===== config.mk =====
export PLATFORM = sky130hd
export DESIGN_NAME = ev22_alu_sequencer_flat
export DESIGN_NICKNAME = d
export VERILOG_FILES = /design/src/rtl/ev22_alu_sequencer_pkg.sv /design/src/rtl/ev22_alu_sequencer_if.sv /design/src/rtl/ev22_alu_sequencer_op_decode.sv /design/src/rtl/ev22_alu_sequencer.sv /design/src/flat_wrapper.sv
export SDC_FILE = /design/constraint.sdc
export NUM_CORES = 1
export LEC_CHECK = 0
export CAP_MARGIN = 10
export CORE_UTILIZATION = 39
export CTS_BUF_LIST = sky130_fd_sc_hd__clkbuf_4
export CTS_CLUSTER_SIZE = 20
export DETAILED_ROUTE_END_ITERATION = 12
export HOLD_SLACK_MARGIN = 0.02
export PLACE_DENSITY_LB_ADDON = 0.25
export SYNTH_ARGS = -nofsm -noshare
export SYNTH_HDL_FRONTEND = slang
export SYNTH_SLANG_ARGS = --single-unit

===== constraint.sdc =====
create_clock -name clk -period 1.7 [get_ports clk]
set_clock_uncertainty 0.05 [all_clocks]
set_input_delay 0.255 -clock clk [delete_from_list [all_inputs] [get_ports clk]]
set_output_delay 0.255 -clock clk [all_outputs]
set_load 0.01 [all_outputs]

===== src/rtl/ev22_alu_sequencer_pkg.sv =====
// Shared EV22 definitions: ALU function codes, opcodes, FSM states,
// instruction fields and the opcode decode record.
// Optional feature macro used by includers: EV22_ALUSEQ_ADD32_EN.
package ev22_pkg;

    localparam int EV22_REGS = 16;

    typedef logic [3:0] aluc_t;

    // ALU function select codes, shared with the ALU
    localparam aluc_t ALUC_MOVA = 4'h0;
    localparam aluc_t ALUC_MOVB = 4'h1;
    localparam aluc_t ALUC_NOTA = 4'h2;
    localparam aluc_t ALUC_NOTB = 4'h3;
    localparam aluc_t ALUC_ADD  = 4'h4;
    localparam aluc_t ALUC_ADC  = 4'h5;
    localparam aluc_t ALUC_OR   = 4'h6;
    localparam aluc_t ALUC_AND  = 4'h7;
    localparam aluc_t ALUC_CLR  = 4'h8;
    localparam aluc_t ALUC_ONE  = 4'h9;
    localparam aluc_t ALUC_ONES = 4'hA;
    localparam aluc_t ALUC_CLC  = 4'hB;
    localparam aluc_t ALUC_STC  = 4'hC;

    // Opcodes; 0x0-0xC are the ALU codes themselves
    localparam logic [3:0] OP_ADD   = 4'h4;
    localparam logic [3:0] OP_ADC   = 4'h5;
    localparam logic [3:0] OP_ONES  = 4'hA;
    localparam logic [3:0] OP_CLC   = 4'hB;
    localparam logic [3:0] OP_STC   = 4'hC;
    localparam logic [3:0] OP_ADD32 = 4'hD;
    localparam logic [3:0] OP_NOP   = 4'hE;
    localparam logic [3:0] OP_ILL   = 4'hF;

    typedef enum logic [1:0] {
        ST_IDLE    = 2'd0,
        ST_EXEC    = 2'd1,
        ST_EXEC_HI = 2'd2
    } state_e;

    // How the carry flag changes at the end of an execute cycle
    typedef enum logic [1:0] {
        CY_KEEP = 2'd0,
        CY_ALU  = 2'd1,
        CY_CLR  = 2'd2,
        CY_SET  = 2'd3
    } cy_op_e;

    typedef struct packed {
        logic [3:0] opcode;
        logic [3:0] rd;
        logic [3:0] ra;
        logic [3:0] rb;
    } instr_t;

    typedef struct packed {
        aluc_t aluc;
        logic  writes;
        logic  sets_carry;
        logic  clr_carry;
        logic  set_carry;
        logic  is_add32;
        logic  illegal;
    } dec_t;

    // Register index of the high half; wraps modulo EV22_REGS (16)
    function automatic logic [3:0] reg_inc(input logic [3:0] r);
        return r + 4'd1;
    endfunction

endpackage


===== src/rtl/ev22_alu_sequencer_if.sv =====
// Fetch/datapath-facing bus of the EV22 ALU sequencer.
// The master side is fetch + ALU/register file; the slave is the sequencer.
interface ev22_alu_sequencer_if;
    logic [15:0] instr;
    logic        instr_valid;
    logic        instr_ready;
    logic        alu_cy_out;
    logic [3:0]  aluc;
    logic        alu_cy_in;
    logic [3:0]  ra_sel;
    logic [3:0]  rb_sel;
    logic        wr_en;
    logic [3:0]  wr_sel;
    logic        carry;
    logic        done;
    logic        illegal;

    modport master (
        output instr, instr_valid, alu_cy_out,
        input  instr_ready, aluc, alu_cy_in, ra_sel, rb_sel,
               wr_en, wr_sel, carry, done, illegal
    );

    modport slave (
        input  instr, instr_valid, alu_cy_out,
        output instr_ready, aluc, alu_cy_in, ra_sel, rb_sel,
               wr_en, wr_sel, carry, done, illegal
    );
endinterface


===== src/rtl/ev22_alu_sequencer_op_decode.sv =====
// Combinational EV22 opcode decoder.
// EV22_ALUSEQ_ADD32_EN: opcode 0xD decodes as ADD32, otherwise as illegal.
module ev22_op_decode
    import ev22_pkg::*;
(
    input  logic [3:0] opcode,
    output dec_t       dec
);

    // Opcode to ALU code, write-back, carry behaviour and illegal flag
    always_comb begin
        dec = '0;
        if (opcode <= OP_ONES) begin
            dec.aluc   = opcode;
            dec.writes = 1'b1;
        end
        case (opcode)
            OP_ADD, OP_ADC: dec.sets_carry = 1'b1;
            OP_CLC: begin
                dec.aluc      = ALUC_CLC;
                dec.clr_carry = 1'b1;
            end
            OP_STC: begin
                dec.aluc      = ALUC_STC;
                dec.set_carry = 1'b1;
            end
            OP_ADD32: begin
`ifdef EV22_ALUSEQ_ADD32_EN
                dec.aluc       = ALUC_ADD;
                dec.writes     = 1'b1;
                dec.sets_carry = 1'b1;
                dec.is_add32   = 1'b1;
`else
                dec.illegal    = 1'b1;
`endif
            end
            OP_NOP: ;
            OP_ILL: dec.illegal = 1'b1;
            default: ;
        endcase
    end

endmodule


===== src/rtl/ev22_alu_sequencer.sv =====
// EV22 ALU sequencer: accepts instructions, drives ALU/register-file
// controls from registers, and owns the architectural carry flag.
// EV22_ALUSEQ_ADD32_EN: build the two-pass ADD32 (EXEC_HI state).
module ev22_alu_sequencer
    import ev22_pkg::*;
(
    input  logic                 clk,
    input  logic                 rst,
    ev22_alu_sequencer_if.slave  bus
);

    state_e     state_q, state_d;
    instr_t     ir_q, ir_d;
    logic       carry_q, carry_d;
    cy_op_e     cyop_q, cyop_d;
    logic       ready_q, ready_d;
    aluc_t      aluc_q, aluc_d;
    logic [3:0] ra_q, ra_d;
    logic [3:0] rb_q, rb_d;
    logic [3:0] wrsel_q, wrsel_d;
    logic       wren_q, wren_d;
    logic       done_q, done_d;
    logic       ill_q, ill_d;
    dec_t       dec;

    // Decode the instruction that will be executing next cycle, so every
    // output can be registered
    ev22_op_decode u_dec (
        .opcode (ir_d.opcode),
        .dec    (dec)
    );

    // Next state and instruction register
    always_comb begin
        state_d = state_q;
        ir_d    = ir_q;
        case (state_q)
            ST_IDLE: begin
                if (bus.instr_valid) begin
                    ir_d    = bus.instr;
                    state_d = ST_EXEC;
                end
            end
            ST_EXEC: begin
`ifdef EV22_ALUSEQ_ADD32_EN
                state_d = dec.is_add32 ? ST_EXEC_HI : ST_IDLE;
`else
                state_d = ST_IDLE;
`endif
            end
            default: state_d = ST_IDLE;
        endcase
    end

    // Output values for the cycle about to start, keyed on the next state
    always_comb begin
        ready_d = 1'b0;
        aluc_d  = ALUC_MOVA;
        ra_d    = 4'd0;
        rb_d    = 4'd0;
        wrsel_d = 4'd0;
        wren_d  = 1'b0;
        done_d  = 1'b0;
        ill_d   = 1'b0;
        cyop_d  = CY_KEEP;
        case (state_d)
            ST_IDLE: ready_d = 1'b1;
            ST_EXEC: begin
                aluc_d  = dec.aluc;
                ra_d    = ir_d.ra;
                rb_d    = ir_d.rb;
                wrsel_d = ir_d.rd;
                wren_d  = dec.writes;
                done_d  = ~dec.is_add32;
                ill_d   = dec.illegal;
                if (dec.sets_carry)     cyop_d = CY_ALU;
                else if (dec.clr_carry) cyop_d = CY_CLR;
                else if (dec.set_carry) cyop_d = CY_SET;
            end
`ifdef EV22_ALUSEQ_ADD32_EN
            ST_EXEC_HI: begin
                aluc_d  = ALUC_ADC;
                ra_d    = reg_inc(ir_q.ra);
                rb_d    = reg_inc(ir_q.rb);
                wrsel_d = reg_inc(ir_q.rd);
                wren_d  = 1'b1;
                done_d  = 1'b1;
                cyop_d  = CY_ALU;
            end
`endif
            default: ;
        endcase
    end

    // Carry flag update at the edge that ends an execute cycle
    always_comb begin
        carry_d = carry_q;
        if (state_q != ST_IDLE) begin
            case (cyop_q)
                CY_ALU:  carry_d = bus.alu_cy_out;
                CY_CLR:  carry_d = 1'b0;
                CY_SET:  carry_d = 1'b1;
                default: carry_d = carry_q;
            endcase
        end
    end

    // State, instruction, flag and output registers
    always_ff @(posedge clk) begin
        if (rst) begin
            state_q <= ST_IDLE;
            ir_q    <= '0;
            carry_q <= 1'b0;
            cyop_q  <= CY_KEEP;
            ready_q <= 1'b1;
            aluc_q  <= ALUC_MOVA;
            ra_q    <= 4'd0;
            rb_q    <= 4'd0;
            wrsel_q <= 4'd0;
            wren_q  <= 1'b0;
            done_q  <= 1'b0;
            ill_q   <= 1'b0;
        end else begin
            state_q <= state_d;
            ir_q    <= ir_d;
            carry_q <= carry_d;
            cyop_q  <= cyop_d;
            ready_q <= ready_d;
            aluc_q  <= aluc_d;
            ra_q    <= ra_d;
            rb_q    <= rb_d;
            wrsel_q <= wrsel_d;
            wren_q  <= wren_d;
            done_q  <= done_d;
            ill_q   <= ill_d;
        end
    end

    assign bus.instr_ready = ready_q;
    assign bus.aluc        = aluc_q;
    assign bus.alu_cy_in   = carry_q;
    assign bus.ra_sel      = ra_q;
    assign bus.rb_sel      = rb_q;
    assign bus.wr_en       = wren_q;
    assign bus.wr_sel      = wrsel_q;
    assign bus.carry       = carry_q;
    assign bus.done        = done_q;
    assign bus.illegal     = ill_q;

endmodule


===== src/flat_wrapper.sv =====
// flat-port wrapper written by rule: the top's interface ports become plain ports
module ev22_alu_sequencer_flat import ev22_pkg::*;
  (clk, rst, bus_instr, bus_instr_valid, bus_alu_cy_out, bus_instr_ready, bus_aluc, bus_alu_cy_in, bus_ra_sel, bus_rb_sel, bus_wr_en, bus_wr_sel, bus_carry, bus_done, bus_illegal);
  ev22_alu_sequencer_if bus_i ();
  input  logic clk;
  input  logic rst;
  input wire logic [$bits(bus_i.instr)-1:0] bus_instr;
  input wire logic [$bits(bus_i.instr_valid)-1:0] bus_instr_valid;
  input wire logic [$bits(bus_i.alu_cy_out)-1:0] bus_alu_cy_out;
  output wire logic [$bits(bus_i.instr_ready)-1:0] bus_instr_ready;
  output wire logic [$bits(bus_i.aluc)-1:0] bus_aluc;
  output wire logic [$bits(bus_i.alu_cy_in)-1:0] bus_alu_cy_in;
  output wire logic [$bits(bus_i.ra_sel)-1:0] bus_ra_sel;
  output wire logic [$bits(bus_i.rb_sel)-1:0] bus_rb_sel;
  output wire logic [$bits(bus_i.wr_en)-1:0] bus_wr_en;
  output wire logic [$bits(bus_i.wr_sel)-1:0] bus_wr_sel;
  output wire logic [$bits(bus_i.carry)-1:0] bus_carry;
  output wire logic [$bits(bus_i.done)-1:0] bus_done;
  output wire logic [$bits(bus_i.illegal)-1:0] bus_illegal;
  assign bus_i.instr = bus_instr;
  assign bus_i.instr_valid = bus_instr_valid;
  assign bus_i.alu_cy_out = bus_alu_cy_out;
  assign bus_instr_ready = bus_i.instr_ready;
  assign bus_aluc = bus_i.aluc;
  assign bus_alu_cy_in = bus_i.alu_cy_in;
  assign bus_ra_sel = bus_i.ra_sel;
  assign bus_rb_sel = bus_i.rb_sel;
  assign bus_wr_en = bus_i.wr_en;
  assign bus_wr_sel = bus_i.wr_sel;
  assign bus_carry = bus_i.carry;
  assign bus_done = bus_i.done;
  assign bus_illegal = bus_i.illegal;
  ev22_alu_sequencer u_core (.clk(clk), .rst(rst), .bus(bus_i));
endmodule

======== Word level (Yosys, flattened, before mapping) ========
Cells that the tools add are included.
word-level totals
  register bits after elaboration ......... 41
  output and inout bits ................... 22
  word-level logic and storage cells ...... 53
  input bits .............................. 20
cells by class
  $lt $le $gt $ge ......................... 1
  multiplexer cells ....................... 16
  bitwise gates (word level) .............. 1
  equality and inequality tests ........... 10
  reduce and logical (&&, ||, !) cells .... 9
operators with widths
  cell                                                             count
  16-bit two-way mux                                               2
  4-bit == test, second input constant                             4
  4-bit by 3-bit == test with 1-bit output, second input constant  2
  2-bit two-way mux                                                4
  4-bit case mux with 2 select lines                               1
  1-bit two-way mux                                                7
  2-bit OR reduction                                               3
  5-bit two-way mux                                                1
  2-bit by 1-bit == test with 1-bit output, second input constant  2
  2-bit == test, second input constant                             2
  4-bit <= comparator, second input constant                       1
  2-bit zero test                                                  2
  1-bit case mux with 3 select lines                               1
  3-bit nonzero test                                               1
  3-bit OR reduction                                               1
  2-bit AND reduction                                              1
  2-bit nonzero test                                               1
  1-bit inverter                                                   1

======== Logic depth before layout (Yosys ltp) ========
Gate-level depths: netlist of run 1.
  word-level depth ........................ 7
  gate-level depth with buffers ........... 4
  mapped depth without buffers ............ 2

======== Cells and area by module ========
A second synthesis of run 1 with hierarchy kept.
unflattened totals
  cells, all modules ...................... 96
  area total of the unflattened synthesis .. 1052.3 µm²
modules (own cells, without submodules)
  module              sequential area each (µm²)  cells an instance  area each (µm²)  times used
  ev22_alu_sequencer  580.6                       82                 952.2            1
  ev22_op_decode      0.0                         14                 100.1            1

======== Worst setup path before layout of run 1 ========
No wires, ideal clock.
  path kind ............................... register to register
  from .................................... register u_core.state_q[1]
  to ...................................... register u_core.ill_q (netlist: u_core.bus.illegal)
  library setup time ...................... 0.073 ns
  arrival time ............................ 1.093 ns
  cell stages (with the launch flop) ...... 5
  slack ................................... 0.484 ns
  data required time ...................... 1.577 ns
  path through ............................ dfxtp_1 or3b_1 buf_6 buf_8 nor3_2
between the ends
  word-level cells in the longest chain between the ends .. 5
ends and longest elaborated chain
  what                                                                       RTL line                                                      text
  start, declared                                                            ev22_alu_sequencer.sv:12                                      state_e state_q, state_d;
  start signal, assigned                                                     ev22_alu_sequencer.sv:124                                     state_q <= state_d;
  2-bit zero test or 2-bit two-way mux (tied branches)                       ev22_alu_sequencer.sv:37, ev22_alu_sequencer.sv:39
  16-bit two-way mux or 2-bit two-way mux (tied branches)                    ev22_alu_sequencer.sv:37                                      case (state_q)
  4-bit == test or 2-bit by 1-bit == test with 1-bit output (tied branches)  ev22_alu_sequencer_op_decode.sv:17, ev22_alu_sequencer.sv:66
  2-bit OR reduction (no line) or 1-bit inverter (tied branches)             n/a
  1-bit two-way mux or 2-bit OR reduction (tied branches)                    n/a
  end signal, assigned                                                       ev22_alu_sequencer.sv:135                                     ill_q <= ill_d;
  end, declared                                                              ev22_alu_sequencer.sv:23                                      logic ill_q, ill_d;
Several ways; a longest one is shown, not always the timed one.
A chain may end at the register's enable or synchronous reset.

======== Final worst setup path of run 1 ========
  from .................................... register u_core.carry_q (netlist: u_core.bus.alu_cy_in)
  to ...................................... output port bus_alu_cy_in
RTL lines
  what                    RTL line                   text
  start, declared         ev22_alu_sequencer.sv:14   logic carry_q, carry_d;
  start signal, assigned  ev22_alu_sequencer.sv:126  carry_q <= carry_d;
  end, declared           flat_wrapper.sv:12         output wire logic [$bits(bus_i.alu_cy_in)-1:0] bus_alu_cy_in;
No word-level cell between the ends.

==> impl_metrics.yaml, run 1 <==
grt:
  grt_max_degree: 20
  grt_first_pass_wirelength_um: 2040
  grt_use_total_pct: 12.5
  overflow: 0
  antenna_found_initial: 0
  grt_pass1_vias: 498
timing:
  max_freq_mhz: 660
  fin_tns_setup_ps: 0
  report.final.slew_viol_count: 0
  hold_ws_ps: 452
  rsz0062_at_grt: "false"
  setup_viol: 0
  finalHoldViolations: 0
  finalCriticalPeriod_ps: 1520
  period_share_pct: 89.1
setup_path:
  start_kind: "flop"
  cpMaxStageDelayCell: "clkdlybuf4s50_1"
  end_kind: "output port"
  setup.worst_path.class: "flop to output port"
  crit_buf_inv: 1
  critPathArrivalTime_ps: 1210
  worst-endpoint-required_ps: 1390
  crit_chain: "clkdlybuf4s50_1"
  cpPeakStageDelay_ps: 550
  path_delay_family: "buffers and inverters"
  crit_fanout: 3
pwr:
  power.total_uw: 989
  p_per_area_nw_per_um2: 766
  total_leakage_power_uw: 0.000505
  ir_drop_v: 0.000479
floorplan:
  die_h_um: 48.1
  num_io_pins: 42
  die_area_um2: 2310
  design.core.area_um2: 1980
  fp.dieW_um: 48.1
  row_count: 16
  initial_core_util_pct: 41.7
cts:
  numCtsBuffers: 3
  cts_resized: 0
  ctsHoldBuffers: 0
  cts_setup_buffers: 0
  cts_max_path_buffers: 2
  cts.sink_count: 25
  clk_pin_slew_ps: 120
  cts_tree: "built"
  cts_root_buffer: "clkbuf_4"
  h-tree-depth: 1
  clock_latency_ps: 300
routing:
  via_count: 620
  wire_per_inst_um: 10.1
  drt_pass1_iterations: 2
  drc: 0
  drt_wl_total_um: 1420
  drt_iter0_drc: 3
  drtAntennaViolNets: 0
  viasPerCell: 4.40
placement:
  io_buffers: 41
  gp_congestion: 0.756
  dp_hpwl_um: 1090
synth:
  yosysUniqueCellTypes: 25
  yosysSeqAreaShare_pct: 60.5
  synth.avg_cell_area_um2: 11.8
  yosysWarnings: 0
  synth_seq_cells: 25
  synth_area_um2: 827
  synthCells: 70
  synth_edf_count: 0
  ys.flop_type: "dfxtp_1"
  ys_async_sr_fraction_pct: 0
  synth_nets: 90
finish:
  drive_gt1_share_pct: 12.3
  layout.nets: 135
  area_growth_pct: 56.1
  antenna-diode-count: 0
status:
  outcome: "finished, final reports clean"
min_path:
  min_path_type: "primary input to flop"
flow_run:
  cap_violations: 0
==> cells in the mapped netlist, types with 2 or more instances <==
master | number | area (um^2)
buf_2 | 2 | 10.0
inv_1 | 2 | 7.51
and2_1 | 12 | 75.1
and3_1 | 4 | 25.0
nand2b_1 | 2 | 12.5
or3b_1 | 2 | 17.5
dfxtp_1 | 25 | 500
o21ai_0 | 3 | 15.0
nand2_1 | 2 | 7.51
==> logic make-up (layout without fill, tap and decap cells) <==
family | after synthesis | in the layout | share of synthesized area, %
and+or+nand+nor | 28 | 28 | 25.0
DFF | 25 | 25 | 60.5
AOI/OAI and AO/OA | 8 | 8 | 7.41
buffers and inverters | 8 | 52 | 6.66
other | 1 | 1 | 0.453
==> final timing paths <==
check,startpoint,to,slack (ps),cells past startpoint
worst max-delay path,u_core.bus.alu_cy_in,bus_alu_cy_in,180,1
worst max register to register,u_core.state_q[1],u_core.cyop_q[0],470,2
worst min register to register,u_core.bus.alu_cy_in,u_core.bus.alu_cy_in,460,2
worst min-delay path,bus_instr[11],u_core.bus.wr_sel[3],450,2
==> sequential cells by signal, summed over array words and instances, names as in the netlist <==
register and cells:
u_core.cyop_q 2, u_core.bus.done 1, u_core.bus.wr_sel 4, u_core.state_q 2
u_core.bus.rb_sel 4, u_core.bus.alu_cy_in 1, u_core.bus.illegal 1, u_core.bus.wr_en 1
u_core.bus.instr_ready 1, u_core.bus.ra_sel 4, u_core.bus.aluc 4
==> cell usage in the layout, fill, tap and decap left out <==
cell,instances
a21oi_1,1
conb_1,1
inv_1,2
nand3b_1,1
and3_1,4
and2_1,12
nor3_2,1
dfxtp_1,25
o22a_2,1
o21ai_0,3
nor2_1,1
nand2_1,2
clkbuf_4,4
buf_4,5
clkdlybuf4s50_1,41
nor4b_1,1
or3b_1,2
nand2b_1,2
nor4b_2,1
nor4b_4,1
o32ai_1,1
a2111oi_2,1
o21a_1,1
==> metrics by stage <==
step | worst slack (ps) | instance area, um^2 | std cells | util [%]
2_1_floorplan | 484 | 827 | 70 | -
3_3_place_gp | 160 | 1260 | 137 | 63.6
3_5_place_dp | 124 | 1260 | 137 | 63.6
4_1_cts | 167 | 1290 | 141 | 65.2
5_1_grt | 103 | 1290 | 141 | 65.2
6_report | 185 | 1290 | 141 | 65.2
==> layer usage <==
metal / global-route usage (%) / part of all wire, % / wire, um
met1: 16.1 / 48 / 676
met2: 20.8 / 45 / 643
met3: 3.40 / 6.3 / 90
met4: 3.33 / 0.84 / 12
met5: 0 / 0 / 0
==> where the power goes <==
part           leakage (uW)  internal [uW]  switching (uW)
Sequential         0.000203            601            6.94
Combinational      0.000283           80.2            39.8
Clock             0.0000184            107             154
==> area by class of cell <==
cell class | count | area [um^2]
sequential | 25 | 500
inverter | 2 | 7.51
tap | 27 | 33.8
multi-input combinational | 37 | 272
timing repair buffer | 46 | 448
fill | 154 | 691
clock buffer | 4 | 30.0
No activity file was read; power rests on OpenSTA's default activity.
==> inputs of run 2 (changes only) <==
Settings changed: GPL_TIMING_DRIVEN from default to 0.
==> run 2 against run 1 <==
Compared with the run above: hold slack lost 8.9 ps; global-route usage grew 1.7 points; sequential power is essentially flat; register-to-register slack lost 70 ps; maximum frequency shrank 7.5%; clock-buffer cell count shrank 1; setup slack lost 120 ps; die area is the same; via count grew 2.7%; critical path depth grew 1; utilization grew 0.38 points; non-clock buffer count grew 1; critical path type unchanged; critical endpoint is now bus_carry; largest cell class unchanged; highest routed layer unchanged.
==> impl_metrics.yaml, run 2 (same netlist as run 1, synthesis figures left out) <==
routing:
  drt_iter0_drc: 7
  via_count: 637
  drtAntennaViolNets: 0
  drt_pass1_iterations: 2
  viasPerCell: 4.49
  wire_per_inst_um: 10.7
  drc: 0
  drt_wl_total_um: 1520
timing:
  rsz0062_at_grt: "false"
  fin_tns_setup_ps: 0
  finalHoldViolations: 0
  period_share_pct: 96.3
  report.final.slew_viol_count: 0
  finalCriticalPeriod_ps: 1640
  setup_viol: 0
  hold_ws_ps: 443
  max_freq_mhz: 611
setup_path:
  setup.worst_path.class: "flop to output port"
  crit_fanout: 3
  start_kind: "flop"
  worst-endpoint-required_ps: 1390
  end_kind: "output port"
  critPathArrivalTime_ps: 1330
placement:
  io_buffers: 41
  dp_hpwl_um: 1170
  gp_congestion: 0.695
cts:
  cts_tree: "built"
  clk_pin_slew_ps: 130
  cts_root_buffer: "clkbuf_4"
  numCtsBuffers: 3
  cts_max_path_buffers: 2
  cts_setup_buffers: 0
  cts.sink_count: 25
  ctsHoldBuffers: 0
  cts_resized: 0
  clock_latency_ps: 300
  h-tree-depth: 1
pwr:
  power_frac_comb_pct: 12.3
  pwr-share-seq_pct: 61.9
  ir_drop_v: 0.000408
  cell_internal_pwr_uw: 770
  p_per_area_nw_per_um2: 757
  power_frac_clock_pct: 25.8
  netSwitchingPower_uw: 214
  total_leakage_power_uw: 0.000511
  p_sw_share_pct: 21.7
grt:
  overflow: 0
  grt_pass1_vias: 547
  grt_first_pass_wirelength_um: 2190
  grt_max_degree: 15
  antenna_found_initial: 0
  grt_use_total_pct: 14.3
finish:
  drive_gt1_share_pct: 12.2
  layout.nets: 136
  final_cell_mix: "41 x clkdlybuf4s50_1, 25 x dfxtp_1, 12 x and2_1"
  antenna-diode-count: 0
  area_growth_pct: 57.0
  layout_commonest_cell: "clkdlybuf4s50_1"
  fill_cells: 162
floorplan:
  die_area_um2: 2310
  fp.dieW_um: 48.1
  row_count: 16
  initial_core_util_pct: 41.7
  design.core.area_um2: 1980
  die_h_um: 48.1
  num_io_pins: 42
min_path:
  min_path_type: "primary input to flop"
flow_run:
  cap_violations: 0
status:
  outcome: "finished, final reports clean"
## run 2: power groups by stage
stage | registers, uW | clock network [uW] | logic [uW]
2_1_floorplan | 628 | 0 | 35.5
3_3_place_gp | 621 | 0 | 119
3_5_place_dp | 622 | 0 | 121
4_1_cts | 609 | 265 | 123
5_1_grt | 610 | 284 | 132
6_report | 608 | 254 | 121
## run 2: worst paths after layout
| check | cells past startpoint | slack (ps) | start | endpoint |
|---|---|---|---|---|
| worst min-delay path | 2 | 440 | bus_instr[3] | u_core.bus.rb_sel[3] |
| worst min register to register | 2 | 450 | u_core.cyop_q[0] | u_core.bus.alu_cy_in |
| worst max register to register | 4 | 400 | u_core.state_q[1] | u_core.bus.illegal |
| worst max-delay path | 2 | 60 | u_core.bus.alu_cy_in | bus_carry |
## run 2: cell type report
class	count	area, um^2	share of cell area, %
tap	27	33.8	2.60
clock inverter	1	5.00	0.385
buffer	6	47.5	3.66
clock buffer	3	22.5	1.73
inverter	2	7.51	0.578
sequential	25	500	38.5
timing repair buffer	41	410	31.6
multi-input combinational	37	272	20.9
## run 2: critical path, cell delays in order (launching register included)
cell and delay [ps]:
dfxtp_1 380, buf_4 110, clkdlybuf4s50_1 520
## run 2: metrics by stage
| step | total power, uW | instances | area [um^2] | util [%] | setup WS [ps] |
|---|---|---|---|---|---|
| after CTS | 996 | 142 | 1300 | 65.5 | 49.1 |
| after floorplan | 663 | 70 | 827 | - | 484 |
| after global routing | 1030 | 142 | 1300 | 65.5 | 13.8 |
| after global placement | 740 | 138 | 1270 | 64.1 | 59.5 |
| final | 983 | 142 | 1300 | 65.5 | 62.2 |
| after detailed placement | 743 | 138 | 1270 | 64.1 | 13.9 |
## run 2: routing by layer
| metal | share of wire (%) | vias up | GRT usage (%) |
|---|---|---|---|
| met5 | 0 | - | 0 |
| met4 | 1.4 | 0 | 8.33 |
| met3 | 8.2 | 2 | 3.40 |
| met2 | 52 | 24 | 27.3 |
| met1 | 38 | 293 | 13.5 |
| li1 | - | 318 | - |
==> inputs of run 3 (changes only) <==
Settings changed: SKIP_LAST_GASP from default to 1.
==> results of run 3 <==
No change in the layout: final DEF, timing and power equal those of run 2.
